## config.mk

```make
export PLATFORM = sky130hd
export DESIGN_NAME = multi_channel_stream_packer
export DESIGN_NICKNAME = d
export VERILOG_FILES = /design/src/rtl/multi_channel_stream_packer.sv
export SDC_FILE = /design/constraint.sdc
export NUM_CORES = 1
export LEC_CHECK = 0
export BUFFER_PORTS_ARGS = -buffer_cell sky130_fd_sc_hd__buf_2
export CORE_UTILIZATION = 60
export DETAILED_ROUTE_END_ITERATION = 6
export PLACE_DENSITY = 0.77
export SETUP_SLACK_MARGIN = 0.05
export SYNTH_ARGS = -nofsm -noshare
export SYNTH_HDL_FRONTEND = slang
export SYNTH_SLANG_ARGS = --single-unit
export TNS_END_PERCENT = 10
```

## constraint.sdc

```tcl
create_clock -name CLK -period 13.1 [get_ports CLK]
set_input_delay 1.965 -clock CLK [delete_from_list [all_inputs] [get_ports CLK]]
set_output_delay 1.965 -clock CLK [all_outputs]
set_load 0.02 [all_outputs]
```

## src/rtl/multi_channel_stream_packer.sv

```systemverilog
// multi_channel_stream_packer: FIFO-buffers multi-channel sample sets and streams one AXI-Stream beat per channel with framed tLast (STREAM_CHANNEL_TAG_EN tags beats with the channel index)
module multi_channel_stream_packer #(
    parameter int SAMPLE_W       = 16,
    parameter int CHANNELS       = 2,
    parameter int DATA_W         = 32,
    parameter int FIFO_DEPTH     = 8,
    parameter int MAX_FRAME_LOG2 = 12
) (
    input  logic                         CLK,
    input  logic                         RST,
    input  logic [CHANNELS*SAMPLE_W-1:0] value,
    input  logic                         valueStrobe,
    input  logic [3:0]                   frameSize,
    output logic [DATA_W-1:0]            tData,
    output logic                         tValid,
    output logic                         tLast,
    input  logic                         tReady,
    output logic                         overflow,
    output logic [15:0]                  dropCount
);
    localparam int AW  = $clog2(FIFO_DEPTH);
    localparam int CHW = CHANNELS > 1 ? $clog2(CHANNELS) : 1;
    localparam int CW  = MAX_FRAME_LOG2 > 0 ? MAX_FRAME_LOG2 : 1;
    localparam int TW  = DATA_W - 3;
    localparam logic [3:0] FS_MAX = MAX_FRAME_LOG2 > 15 ? 4'd15 : 4'(MAX_FRAME_LOG2);
    localparam logic [0:0] S_IDLE = 1'b0, S_STREAM = 1'b1;

    logic [CHANNELS*SAMPLE_W-1:0] r_mem [FIFO_DEPTH];
    logic [AW:0]                  r_wp, r_rp;
    logic [0:0]                   r_state;
    logic [CHW-1:0]               r_ch;
    logic [CW-1:0]                r_cnt;
    logic [3:0]                   r_flog;
    logic [DATA_W-1:0]            r_tdata;
    logic                         r_tvalid, r_tlast, r_overflow;
    logic [15:0]                  r_drops;

    logic                         w_empty, w_full, w_push, w_drop, w_hs, w_last_ch, w_pop, w_load;
    logic [AW:0]                  w_rp_nx;
    logic [CW-1:0]                w_cnt_nx, w_mask_r, w_lmask;
    logic [CHW-1:0]               w_lc;
    logic [3:0]                   w_fs, w_lf;
    logic [CHANNELS*SAMPLE_W-1:0] w_set;
    logic [SAMPLE_W-1:0]          w_samp;
    logic [DATA_W-1:0]            w_ltdata;
    logic                         w_ltlast;

    assign w_empty   = r_wp == r_rp;
    assign w_full    = (r_wp[AW-1:0] == r_rp[AW-1:0]) && (r_wp[AW] != r_rp[AW]);
    assign w_push    = valueStrobe && !w_full;
    assign w_drop    = valueStrobe && w_full;
    assign w_hs      = r_tvalid && tReady;
    assign w_last_ch = r_ch == CHW'(CHANNELS - 1);
    assign w_pop     = w_hs && w_last_ch;
    assign w_rp_nx   = r_rp + {{AW{1'b0}}, w_pop};
    assign w_mask_r  = ~({CW{1'b1}} << r_flog);
    assign w_cnt_nx  = w_pop ? (r_cnt == w_mask_r ? '0 : r_cnt + 1'b1) : r_cnt;
    // A new beat is loaded from IDLE, for the next channel of the same set, or for the next queued set after a pop
    assign w_load    = (r_state == S_IDLE && !w_empty) || (w_hs && !w_last_ch) || (w_pop && w_rp_nx != r_wp);
    assign w_lc      = (w_hs && !w_last_ch) ? r_ch + 1'b1 : '0;
    assign w_fs      = frameSize > FS_MAX ? FS_MAX : frameSize;
    // Frame length is taken from frameSize only when the beat being loaded opens a frame
    assign w_lf      = (w_lc == '0 && w_cnt_nx == '0) ? w_fs : r_flog;
    assign w_lmask   = ~({CW{1'b1}} << w_lf);
    assign w_set     = r_mem[w_rp_nx[AW-1:0]];
    assign w_samp    = w_set[32'(w_lc) * SAMPLE_W +: SAMPLE_W];
    assign w_ltlast  = (w_lc == CHW'(CHANNELS - 1)) && (w_cnt_nx == w_lmask);
`ifdef STREAM_CHANNEL_TAG_EN
    assign w_ltdata  = {3'(w_lc), TW'(signed'(w_samp))};
`else
    assign w_ltdata  = DATA_W'(signed'(w_samp));
`endif

    assign tData     = r_tdata;
    assign tValid    = r_tvalid;
    assign tLast     = r_tlast;
    assign overflow  = r_overflow;
    assign dropCount = r_drops;

    // Sample-set storage; contents need no reset because the pointers define validity
    always_ff @(posedge CLK) begin
        if (w_push) r_mem[r_wp[AW-1:0]] <= value;
    end

    // Write side: push accepted sets, count and flag dropped ones
    always_ff @(posedge CLK or posedge RST) begin
        if (RST) begin
            r_wp       <= '0;
            r_overflow <= 1'b0;
            r_drops    <= '0;
        end else begin
            if (w_push) r_wp <= r_wp + 1'b1;
            if (w_drop) begin
                r_overflow <= 1'b1;
                r_drops    <= r_drops == 16'hFFFF ? r_drops : r_drops + 1'b1;
            end
        end
    end

    // Read side: output register, channel/frame counters and the IDLE/STREAM state
    always_ff @(posedge CLK or posedge RST) begin
        if (RST) begin
            r_rp     <= '0;
            r_state  <= S_IDLE;
            r_ch     <= '0;
            r_cnt    <= '0;
            r_flog   <= '0;
            r_tdata  <= '0;
            r_tvalid <= 1'b0;
            r_tlast  <= 1'b0;
        end else begin
            r_rp  <= w_rp_nx;
            r_cnt <= w_cnt_nx;
            if (w_hs) r_ch <= w_lc;
            if (w_load) begin
                r_state  <= S_STREAM;
                r_tdata  <= w_ltdata;
                r_tvalid <= 1'b1;
                r_tlast  <= w_ltlast;
                if (w_lc == '0 && w_cnt_nx == '0) r_flog <= w_fs;
            end else if (w_hs) begin
                r_state  <= S_IDLE;
                r_tvalid <= 1'b0;
                r_tlast  <= 1'b0;
            end
        end
    end
endmodule

```

==> impl_summary.md <==
Outcome
The flow ran to the end, and the final reports show no timing, DRC or antenna violations.

Route
The final antenna-violating net count is 0. The detail-routed net length per standard cell is 24.3 um. The number of DRC violations after detailed-routing iteration 0 is 551.

The number of remaining DRC errors is 0. The routed layout has 7342 vias. The iteration count of the initial detailed-routing pass is 6. The detailed-route wire length is 28.1 mm. After detailed routing, the number of vias per cell comes to 6.34.

Clock network
The setup fix buffers added after clock tree synthesis is 0. The longest clock path from root to sink contains 3 buffers. The clock net sink count is 316. After clock tree synthesis, the clock-pin slew on the worst setup and hold paths is 0.06 ns. The clock tree root buffer cell is sky130_fd_sc_hd__clkbuf_16. TritonCTS built the clock tree.

At the later pin of the worst-skew pair, clock insertion delay measures 0.57 ns. Counting the buffers created by CTS gives 31. In this run the number of H-tree levels came out at 1. For this design, the CTS-stage hold fixing added 0 buffers.

The number of resized instances in the post-cts repair step is 0.

STA
The relative slew slack is 0.384. Setup total negative slack on the finished layout was measured at 0 ns. At the pin with the least slew margin, the transition time is 0.925 ns.

The final worst clock skew is 0.00937 ns. Setup violations remaining at the end of the flow were counted as 0. In the finished design, the share of the clock period the worst path needs comes to 0.363. Static timing analysis puts the maximum clock frequency at 210 MHz.

Setup repair after global routing left no endpoint under its margin. The number of max-slew violations in the final report was 0. The hold violation count in the final report is 0. The minimum clock period is 4.76 ns.

Place
The number of port buffers is 90. Once placement completed, the tool counted placed cells totaling 1101. The weighted congestion at the end of routability-driven global placement is 0.837.

Once detailed placement completed, the half-perimeter wirelength came to 15.9 mm.

GRT
The number of global-route vias before repair is 7427. In the global route stage, met3 resource usage came out at 0.0410. The number of antenna violations at the first check in global routing is 0.

For met1 alone, demand over resource in global routing was 0.354. The pin count of the biggest net entering global routing is 66. The first-pass GRT wire length is 43.2 mm. The total grt overflow is 0.

The met2 usage in global routing is 0.443. The global-route usage over all layers is 0.260. The global routing stage identified its most utilized layer as met2.

Critical path
STA classifies the critical path startpoint as a primary input. STA puts the critical path data required time at 13.55 ns. The largest individual stage delay along the critical path comes from the cell sky130_fd_sc_hd__buf_4. The capturing element type of the critical path is a flip-flop. The most frequent cell on the critical path is sky130_fd_sc_hd__buf_4. The kind of cell with the highest combined delay on the critical path is buffers and inverters.

Together, buffers and inverters on the worst path number 4. The setup path with the least slack is of type primary input to flip-flop. STA puts the critical path data arrival time at 5.22 ns.

The delay contributed by the slowest stage of the critical path is 0.69 ns. The critical path goes through buf_2 > nand3_1 > inv_1 > ha_4 > buf_4 > xnor2_1 > nand4_1 > o21ai_0 > a21oi_2 > buf_4 > nand2_1 > mux2_2. The peak fanout along the critical path is 38.

Synthesis
After synthesis the cells add up to 13400 um2. After synthesis, the cell types taking the most area are sky130_fd_sc_hd__edfxtp_1 (57%), sky130_fd_sc_hd__mux4_2 (13%), sky130_fd_sc_hd__dfrtp_1 (11%). The area fraction in compound gates after synthesis is 0.0393. The cell count after synthesis came out at 775. In this run, distinct cell masters in the synthesized netlist total 59. Of the post-synthesis cell area, the dominant cell type holds 0.573. The portion of netlist area occupied by mux cells is 0.153. The warning count from the yosys run is 0. By count the netlist is led by sky130_fd_sc_hd__edfxtp_1 (256), sky130_fd_sc_hd__mux4_2 (80), sky130_fd_sc_hd__dfrtp_1 (60). Of the total synthesized cell area, the portion taken by AND, OR, NAND and NOR gates is 0.0622.

In the post-synthesis netlist, the cell with the most instances is sky130_fd_sc_hd__edfxtp_1. The most used flip-flop cell after synthesis is sky130_fd_sc_hd__edfxtp_1. The total nets after synthesis is 820. Of the total synthesized cell area, the portion taken by XOR and XNOR cells is 0.0287. The synthesis-stage register bit count is 316. Of all flip-flops after synthesis, the portion carrying an async set or reset was 0.190. The portion of the post-synthesis area used by sequential elements is 0.685. Of the total synthesized cell area, the portion taken by full adders, half adders and majority gates is 0.00467.

The number of enable-type register cells in the synthesized netlist is 256. The biggest area contributor in the post-synthesis netlist is sky130_fd_sc_hd__edfxtp_1. The post-synthesis average cell area is 17.3 um2. After synthesis, the largest family of logic cells by area is multiplexers.

Floorplan
For this configuration, the core starts out at a cell density of 0.612. The core region is 21900 um2. Row generation in the floorplan step produced 54 rows. During I/O placement, the number of pins put on the boundary was 91. The die extent in x is 151 um. The die is 151 um tall. The die covers 22900 um2.

Finish
Fill cells in the final layout number 1396. In the final design database the tool counted 899 nets. The layout-stage area growth over the synthesis result is 12.4%. For this run, the number of standard cells in the final layout without fillers is 1158. Of the cells placed in the final design, the portion with a size suffix greater than 1 is 0.317.

Pwr
For this design the ratio of total power to cell area is 228 nW/um2. The highest ir drop seen on vdd is 0.175 mV. The leakage component of the power is 5.32 nW.

Worst hold path
The path class of the tightest hold or removal check is flip-flop to flip-flop.

Job
The number of max-capacitance violations reported is 0.
==> sequential cells by signal, summed over array words and instances, names as in the netlist, 4 cells and up <==
name       flops
r_wp           4
dropCount     16
r_mem        256
r_cnt         12
r_rp           4
r_flog         4
tData         16
==> path summary, 6_finish.rpt <==
kind / start / end / slack [ns] / depth (start not counted)
worst max-delay path: tReady / r_flog[3] / 8.34 / 12
worst min-delay path: overflow / overflow / 0.48 / 1
worst max register to register: r_flog[3] / tLast / 8.97 / 9
worst min register to register: overflow / overflow / 0.48 / 1
max in group asynchronous: RST / tData[2] / 10.86 / 3
min in group asynchronous: RST / r_cnt[9] / 1.67 / 3
==> cell usage in the layout (no fill, tap or decap), drive strengths merged, types with 16 or more instances in the layout <==
cell type  instances
edfxtp           256
buf              104
mux4              80
dfrtp             60
nand2             40
clkbuf            39
xnor2             29
nor2              26
o21ai             20
mux2              19
nand3             17
inv               16
==> layer usage <==
| metal | routed length (um) | part of all wire | up-vias |
|---|---|---|---|
| li1 | - | - | 3215 |
| met1 | 11600 | 0.41 | 3774 |
| met2 | 14100 | 0.50 | 297 |
| met3 | 1770 | 0.063 | 56 |
| met4 | 644 | 0.023 | 0 |
| met5 | 0 | 0 | - |
==> metrics by stage <==
step           total power (W)  cell area, um2   util  setup WS [ns]  hold WS, ns
2_1_floorplan          0.00231           13400      -           7.11        0.460
3_3_place_gp           0.00255           14100  0.643           7.75        0.456
3_5_place_dp           0.00259           14100  0.643           7.68        0.465
4_1_cts                0.00347           15100  0.688           8.29        0.484
5_1_grt                0.00359           15100  0.688           8.00        0.503
6_report               0.00343           15100  0.689           8.34        0.481
==> power by group <==
group / total (W) / leakage [nW] / switching (W) / internal, W
clock network: 0.000861 / 0.496 / 0.000369 / 0.000491
logic: 0.00118 / 1.75 / 0.000587 / 0.000595
registers: 0.00139 / 3.07 / 0.000113 / 0.00128
==> final cells by class <==
type | count | area (um2) | share of cell area
Inverter | 15 | 56.3 | 0.00374
Clock buffer | 39 | 836 | 0.0555
Tap cell | 280 | 350 | 0.0232
Sequential cell | 316 | 9190 | 0.610
Clock inverter | 17 | 155 | 0.0103
Timing Repair Buffer | 104 | 556 | 0.0369
Multi-Input combinational cell | 386 | 3930 | 0.261
Antenna cell | 1 | 2.50 | 0.000166
==> logic make-up after synthesis <==
logic type	after synthesis
compound gates	75
flops	316
mux	102
fa+ha+maj	5
xor+xnor	44
simple gates	160
buf+inv	73
==> worst register-to-register path: cells and delay by family, from the launching register on <==
kind | cells | cell delay [ns]
AO/OA/AOI/OAI | 6 | 1.61
AND/OR/NAND/NOR | 3 | 1.77
flip-flops | 1 | 0.65
No activity file was read; power rests on OpenSTA's default activity.
